==> config.mk <==
export PLATFORM = sky130hd
export DESIGN_NAME = reset_sequencer
export DESIGN_NICKNAME = d
export VERILOG_FILES = /design/src/rtl/reset_sequencer.sv
export SDC_FILE = /design/constraint.sdc
export NUM_CORES = 1
export LEC_CHECK = 0
export BUFFER_PORTS_ARGS = -buffer_cell sky130_fd_sc_hd__buf_4
export CORE_MARGIN = 4
export CORE_UTILIZATION = 51
export CTS_CLUSTER_SIZE = 10
export DETAILED_ROUTE_END_ITERATION = 10
export PLACE_DENSITY = 0.82
export RECOVER_POWER = 50
export SYNTH_ARGS = -nofsm -noshare
export SYNTH_HDL_FRONTEND = slang
export SYNTH_SLANG_ARGS = --single-unit
==> constraint.sdc <==
create_clock -name clk -period 1.4 [get_ports clk]
set_clock_uncertainty 0.05 [all_clocks]
set_input_delay 0.28 -clock clk [delete_from_list [all_inputs] [get_ports clk]]
set_output_delay 0.28 -clock clk [all_outputs]
set_load 0.02 [all_outputs]
==> src/rtl/reset_sequencer.sv <==
// Power-on / lock-driven reset sequencer for a user project: waits for a stable PLL lock, holds reset, then runs.
// Optional button debouncer is included when RESET_SEQ_DEBOUNCE_EN is defined; otherwise the synchronized button is used directly.
module reset_sequencer #(
  parameter int unsigned LOCK_CYCLES     = 32,
  parameter int unsigned HOLD_CYCLES     = 16,
  parameter int unsigned DEBOUNCE_CYCLES = 4096
) (
  input  logic       clk,
  input  logic       rst,
  input  logic       pll_locked,
  input  logic       btn_n,
  output logic       proj_rst_n,
  output logic       proj_ena,
  output logic [2:0] seq_state,
  output logic [3:0] lock_loss_cnt
);

  typedef enum logic [2:0] {
    WAIT_LOCK   = 3'd0,
    LOCK_STABLE = 3'd1,
    HOLD        = 3'd2,
    RUN         = 3'd3,
    BTN_RESET   = 3'd4
  } state_t;

  localparam logic [15:0] LOCK_LAST = 16'(LOCK_CYCLES - 1);
  localparam logic [15:0] HOLD_LAST = 16'(HOLD_CYCLES - 1);

  // Reject out-of-range configurations at elaboration time.
  if (LOCK_CYCLES < 2 || LOCK_CYCLES > 65535) begin : g_bad_lock
    $error("LOCK_CYCLES out of range 2..65535");
  end
  if (HOLD_CYCLES < 2 || HOLD_CYCLES > 65535) begin : g_bad_hold
    $error("HOLD_CYCLES out of range 2..65535");
  end
  if (DEBOUNCE_CYCLES < 2 || DEBOUNCE_CYCLES > 65535) begin : g_bad_deb
    $error("DEBOUNCE_CYCLES out of range 2..65535");
  end

  logic lock_s1_q, lock_s_q;
  logic btn_s1_q, btn_s_q;
  logic btn_deb;

  always_ff @(posedge clk) begin
    if (rst) begin
      lock_s1_q <= 1'b0;
      lock_s_q  <= 1'b0;
      btn_s1_q  <= 1'b1;
      btn_s_q   <= 1'b1;
    end else begin
      lock_s1_q <= pll_locked;
      lock_s_q  <= lock_s1_q;
      btn_s1_q  <= btn_n;
      btn_s_q   <= btn_s1_q;
    end
  end

`ifdef RESET_SEQ_DEBOUNCE_EN
  logic [15:0] deb_cnt_q, deb_cnt_d;
  logic        btn_deb_q, btn_deb_d;

  // Count consecutive disagreement; any agreement restarts the count.
  always_comb begin
    deb_cnt_d = '0;
    btn_deb_d = btn_deb_q;
    if (btn_s_q != btn_deb_q) begin
      if (deb_cnt_q == 16'(DEBOUNCE_CYCLES - 1)) begin
        btn_deb_d = btn_s_q;
      end else begin
        deb_cnt_d = deb_cnt_q + 16'd1;
      end
    end
  end

  always_ff @(posedge clk) begin
    if (rst) begin
      deb_cnt_q <= '0;
      btn_deb_q <= 1'b1;
    end else begin
      deb_cnt_q <= deb_cnt_d;
      btn_deb_q <= btn_deb_d;
    end
  end

  assign btn_deb = btn_deb_q;
`else
  assign btn_deb = btn_s_q;
`endif

  state_t      state_q, state_d;
  logic [15:0] cnt_q, cnt_d;
  logic [3:0]  llc_q, llc_d, llc_inc;
  logic        proj_rst_n_q, proj_ena_q;

  assign llc_inc = (llc_q == 4'hF) ? llc_q : llc_q + 4'd1;

  // Lock loss is checked first in every post-lock state so it wins over button events.
  always_comb begin
    state_d = state_q;
    cnt_d   = '0;
    llc_d   = llc_q;
    case (state_q)
      WAIT_LOCK: begin
        if (lock_s_q) state_d = LOCK_STABLE;
      end
      LOCK_STABLE: begin
        if (!lock_s_q)               state_d = WAIT_LOCK;
        else if (cnt_q == LOCK_LAST) state_d = HOLD;
        else                         cnt_d   = cnt_q + 16'd1;
      end
      HOLD: begin
        if (!lock_s_q) begin
          state_d = WAIT_LOCK;
          llc_d   = llc_inc;
        end else if (cnt_q == HOLD_LAST) begin
          state_d = RUN;
        end else begin
          cnt_d = cnt_q + 16'd1;
        end
      end
      RUN: begin
        if (!lock_s_q) begin
          state_d = WAIT_LOCK;
          llc_d   = llc_inc;
        end else if (!btn_deb) begin
          state_d = BTN_RESET;
        end
      end
      BTN_RESET: begin
        if (!lock_s_q) begin
          state_d = WAIT_LOCK;
          llc_d   = llc_inc;
        end else if (btn_deb) begin
          state_d = HOLD;
        end
      end
      default: state_d = WAIT_LOCK;
    endcase
  end

  always_ff @(posedge clk) begin
    if (rst) begin
      state_q      <= WAIT_LOCK;
      cnt_q        <= '0;
      llc_q        <= '0;
      proj_rst_n_q <= 1'b0;
      proj_ena_q   <= 1'b0;
    end else begin
      state_q      <= state_d;
      cnt_q        <= cnt_d;
      llc_q        <= llc_d;
      proj_rst_n_q <= (state_d == RUN);
      proj_ena_q   <= (state_d == HOLD) || (state_d == RUN) || (state_d == BTN_RESET);
    end
  end

  assign proj_rst_n    = proj_rst_n_q;
  assign proj_ena      = proj_ena_q;
  assign seq_state     = state_q;
  assign lock_loss_cnt = llc_q;

endmodule

==> impl_metrics.xml <==
<?xml version="1.0" encoding="UTF-8"?>
<metrics>
  <group name="outcome">
    <metric name="status" unit="">finished, violations left</metric>
    <metric name="failed_checks" unit="">negative setup slack</metric>
  </group>
  <group name="detailed_routing">
    <metric name="drt.antenna.violating_nets" unit="">0</metric>
    <metric name="drc" unit="">0</metric>
    <metric name="drt-wirelength-per-cell" unit="um">13.27</metric>
    <metric name="firstDrtPassIters" unit="">4</metric>
    <metric name="detail_route.vias_per_cell" unit="">5.109</metric>
    <metric name="drt_iter0_markers" unit="">59</metric>
    <metric name="routed-via-count" unit="">1129</metric>
    <metric name="route.final.wire_length" unit="um">2933</metric>
  </group>
  <group name="synthesis">
    <metric name="yosysTopAreaCellShare" unit="%">44.79</metric>
    <metric name="netlist_top_cells_count" unit="">sky130_fd_sc_hd__dfxtp_1 (29), sky130_fd_sc_hd__nor2_1 (18), sky130_fd_sc_hd__xor2_1 (11), sky130_fd_sc_hd__nand3_1 (10), sky130_fd_sc_hd__nor2_2 (10)</metric>
    <metric name="synthesized_netlist_net_count" unit="">148</metric>
    <metric name="synthXorXnorAreaFrac" unit="%">11.49</metric>
    <metric name="main_combinational_cell_family_by_area_after_synthesis" unit="">simple AND/OR/NAND/NOR gates</metric>
    <metric name="netlist.top_cell.by_area" unit="">sky130_fd_sc_hd__dfxtp_1</metric>
    <metric name="synthAdderAreaFrac" unit="%">1.931</metric>
    <metric name="netlist_top_cells_area" unit="">sky130_fd_sc_hd__dfxtp_1 (45%), sky130_fd_sc_hd__xor2_1 (7.4%), sky130_fd_sc_hd__nor2_1 (5.2%), sky130_fd_sc_hd__nor2_2 (4.8%), sky130_fd_sc_hd__xnor2_1 (4.1%)</metric>
    <metric name="synth.most_common_cell" unit="">sky130_fd_sc_hd__dfxtp_1</metric>
    <metric name="syn-cell-area" unit="um2">1296</metric>
    <metric name="avgSynthCellArea" unit="um2">9.128</metric>
    <metric name="synth.ff_latch_count" unit="">29</metric>
    <metric name="synth-async-reset-ratio" unit="%">0</metric>
    <metric name="synth-main-ff-cell" unit="">sky130_fd_sc_hd__dfxtp_1</metric>
    <metric name="netlist_instances" unit="">142</metric>
    <metric name="synth-simple-area-share" unit="%">30.79</metric>
    <metric name="synth.lib_cells_used.distinct" unit="">33</metric>
    <metric name="synthesized_area_fraction_occupied_by_ao_oa_aoi_and_oai_cells" unit="%">7.046</metric>
    <metric name="yosys-mux-area-fraction" unit="%">0.7722</metric>
    <metric name="yosysWarnings" unit="">0</metric>
    <metric name="post_synth_edffs" unit="">0</metric>
    <metric name="proportion_of_synthesized_chip_area_in_sequential_cells" unit="%">44.79</metric>
  </group>
  <group name="final_layout">
    <metric name="antenna_cells" unit="">0</metric>
    <metric name="syn2layout_area_growth" unit="%">42.76</metric>
    <metric name="nNetsFinal" unit="">196</metric>
    <metric name="layout.filler_cells" unit="">171</metric>
    <metric name="layout-drive-gt1-share" unit="%">48.17</metric>
  </group>
  <group name="placement">
    <metric name="placement.io_buffers" unit="">12</metric>
    <metric name="detailedPlacementHpwl" unit="um">2104</metric>
    <metric name="pre_cts_slack" unit="ns">-0.2349</metric>
    <metric name="gp_congestion" unit="">0.7826</metric>
  </group>
  <group name="pwr">
    <metric name="pwr-share-clk" unit="%">44.9</metric>
    <metric name="design_power_total" unit="W">0.001576</metric>
    <metric name="pwr-share-seq" unit="%">52.9</metric>
    <metric name="pwr-share-comb" unit="%">2.2</metric>
    <metric name="worst_vdd_drop" unit="mV">1.237</metric>
    <metric name="total_leakage_power" unit="nW">0.7064</metric>
    <metric name="pwr_density_cell" unit="nW/um2">851.8</metric>
    <metric name="switching_power" unit="W">0.0003021</metric>
    <metric name="switching_share" unit="%">19.17</metric>
    <metric name="p_int" unit="W">0.001274</metric>
  </group>
  <group name="floorplan">
    <metric name="die-height" unit="um">58.42</metric>
    <metric name="design.portCount" unit="">13</metric>
    <metric name="core_area" unit="um2">2455</metric>
    <metric name="die-area" unit="um2">3412</metric>
    <metric name="floorplan.die.width" unit="um">58.42</metric>
    <metric name="std_cell_rows" unit="">18</metric>
    <metric name="initial_core_util" unit="%">52.80</metric>
  </group>
  <group name="timing">
    <metric name="drv_slew" unit="">0</metric>
    <metric name="timing_worst_slew_pin_value" unit="ns">0.3216</metric>
    <metric name="fin_crit_sh" unit="%">113.9</metric>
    <metric name="setup_violations" unit="">20</metric>
    <metric name="final.setup.worst_slack" unit="ns">-0.1942</metric>
    <metric name="fmax" unit="MHz">627.3</metric>
    <metric name="finalWorstPathRequiredPeriod" unit="ns">1.594</metric>
    <metric name="grt_setup_unrepaired" unit="">true</metric>
    <metric name="timing.max_slew.rel_slack" unit="%">78.56</metric>
    <metric name="hold_viol" unit="">0</metric>
  </group>
  <group name="global_routing">
    <metric name="total_global_routing_track_utilization" unit="%">19.34</metric>
    <metric name="antenna_found_initial" unit="">0</metric>
    <metric name="global_route.overflow_total" unit="">0</metric>
    <metric name="grt_pass1_vias" unit="">1168</metric>
    <metric name="global_route_wire_length_before_repair" unit="um">5037</metric>
    <metric name="maximum_number_of_pins_on_one_net_before_global_route_repair" unit="">10</metric>
  </group>
  <group name="worst_setup_path">
    <metric name="critPathKind" unit="">reg2reg</metric>
    <metric name="cp.arrival" unit="ns">1.76</metric>
    <metric name="startpoint_type" unit="">flop</metric>
    <metric name="endpoint_kind" unit="">flop</metric>
    <metric name="worst-path-max-fanout" unit="">3</metric>
    <metric name="critical-path-max-stage-delay" unit="ns">0.34</metric>
    <metric name="data_required_time_at_the_worst_endpoint" unit="ns">1.56</metric>
    <metric name="crit_path_cell_trace" unit="">nor4_4, nand3_2, o31ai_4, buf_4, or2_0, a211oi_1</metric>
    <metric name="crit_path_max_delay_cell_type" unit="">sky130_fd_sc_hd__dfxtp_2</metric>
  </group>
  <group name="clock_tree">
    <metric name="numClockSinks" unit="">29</metric>
    <metric name="htree_levels" unit="">2</metric>
    <metric name="postCtsHoldBufs" unit="">0</metric>
    <metric name="cts-root-to-sink-buffers" unit="">2</metric>
    <metric name="clockRootBuffer" unit="">sky130_fd_sc_hd__clkbuf_4</metric>
    <metric name="path_clk_slew" unit="ns">0.09</metric>
    <metric name="worstSkewPairLatency" unit="ns">0.33</metric>
    <metric name="cts_made_buffers" unit="">5</metric>
    <metric name="cts_tree" unit="">built</metric>
  </group>
  <group name="job">
    <metric name="max_cap_violations" unit="">0</metric>
  </group>
  <group name="min_path">
    <metric name="hold_path_class" unit="">in2reg</metric>
  </group>
</metrics>
cells by family (layout without fill, tap and decap cells):
logic type / Yosys count / after routing
and+or+nand+nor: 74 / 74
DFF: 29 / 29
xor gates and xnor gates: 17 / 17
AOI/OAI and AO/OA: 13 / 14
buffers and inverters: 6 / 54
adders and majority gates: 2 / 2
muxes: 1 / 1
final cells by class:
cell class / count / area, um2 / area share, %
Clock buffer: 7 / 55.05 / 2.975
Sequential cell: 29 / 590.6 / 31.91
Inverter: 2 / 7.507 / 0.4057
Clock inverter: 1 / 30.03 / 1.623
Tap cell: 30 / 37.54 / 2.028
Timing Repair Buffer: 44 / 319.1 / 17.24
Multi-Input combinational cell: 108 / 810.8 / 43.81
stage by stage:
step	area, um2	hold WS, ns	TNS (ns)	utilization, %	std cells
after floorplan	1349	0.3338	-1.077	-	142
after global placement	1663	0.3576	-1.681	67.74	210
after detailed placement	1663	0.3652	-3.679	67.74	210
after CTS	1798	0.07603	-2.530	73.24	220
after global routing	1851	0.06231	-4.408	75.38	221
final	1851	0.08571	-2.889	75.38	221
repair_timing:
action                     CTS  global route
gates resized for setup      9            14
setup buffers                1             1
cloned                       1             0
pin swaps                   16            11
hold endpoints to repair     0             0
setup endpoints to repair   20            23
power by group through the flow:
stage | clock network [W] | registers [W] | logic, W
2_1_floorplan | 0 | 0.000853 | 0.0000185
3_3_place_gp | 0 | 0.000854 | 0.0000323
3_5_place_dp | 0 | 0.000854 | 0.0000334
4_1_cts | 0.000719 | 0.000834 | 0.0000348
5_1_grt | 0.000767 | 0.000836 | 0.0000380
6_report | 0.000708 | 0.000834 | 0.0000340
routing by layer:
metal	up-vias	global-route usage (%)	routed length (um)
li1	577	-	-
met1	527	21.80	1210
met2	21	33.97	1554
met3	4	6.579	123
met4	0	6.291	44
met5	-	0	0
cells in the final DEF, fill, tap and decap left out, types with 4 or more instances in the layout:
cell                       count
sky130_fd_sc_hd__nand3_1       8
sky130_fd_sc_hd__clkbuf_4      6
sky130_fd_sc_hd__dfxtp_2       8
sky130_fd_sc_hd__nand4_1       4
sky130_fd_sc_hd__clkbuf_1      4
sky130_fd_sc_hd__nor2_2       10
sky130_fd_sc_hd__buf_4        40
sky130_fd_sc_hd__xor2_1        9
sky130_fd_sc_hd__xnor2_1       6
sky130_fd_sc_hd__dfxtp_1      21
sky130_fd_sc_hd__nor2_1       15
sky130_fd_sc_hd__nand2_1       8
registers in the layout, summed over array words and instances (netlist names):
register       cells
cnt_q             16
lock_loss_cnt      4
seq_state          3
btn_deb            1
btn_s1_q           1
lock_s1_q          1
lock_s_q           1
proj_ena           1
proj_rst_n         1
final timing paths:
check                           startpoint          to  slack [ns]  cells after the start
worst max register to register   cnt_q[12]  proj_rst_n       -0.19                      6
worst min register to register    btn_s1_q     btn_deb        0.38                      1
worst max-delay path             cnt_q[12]  proj_rst_n       -0.19                      6
worst min-delay path                 btn_n    btn_s1_q        0.09                      2
critical path: cells and delay by family, from the launching register on:
kind,cells,cell delay [ns]
simple gates,3,0.56
flops,1,0.34
compound gates,2,0.34
buf+inv,1,0.17
Note: power is estimated with default switching activity, not from simulation.
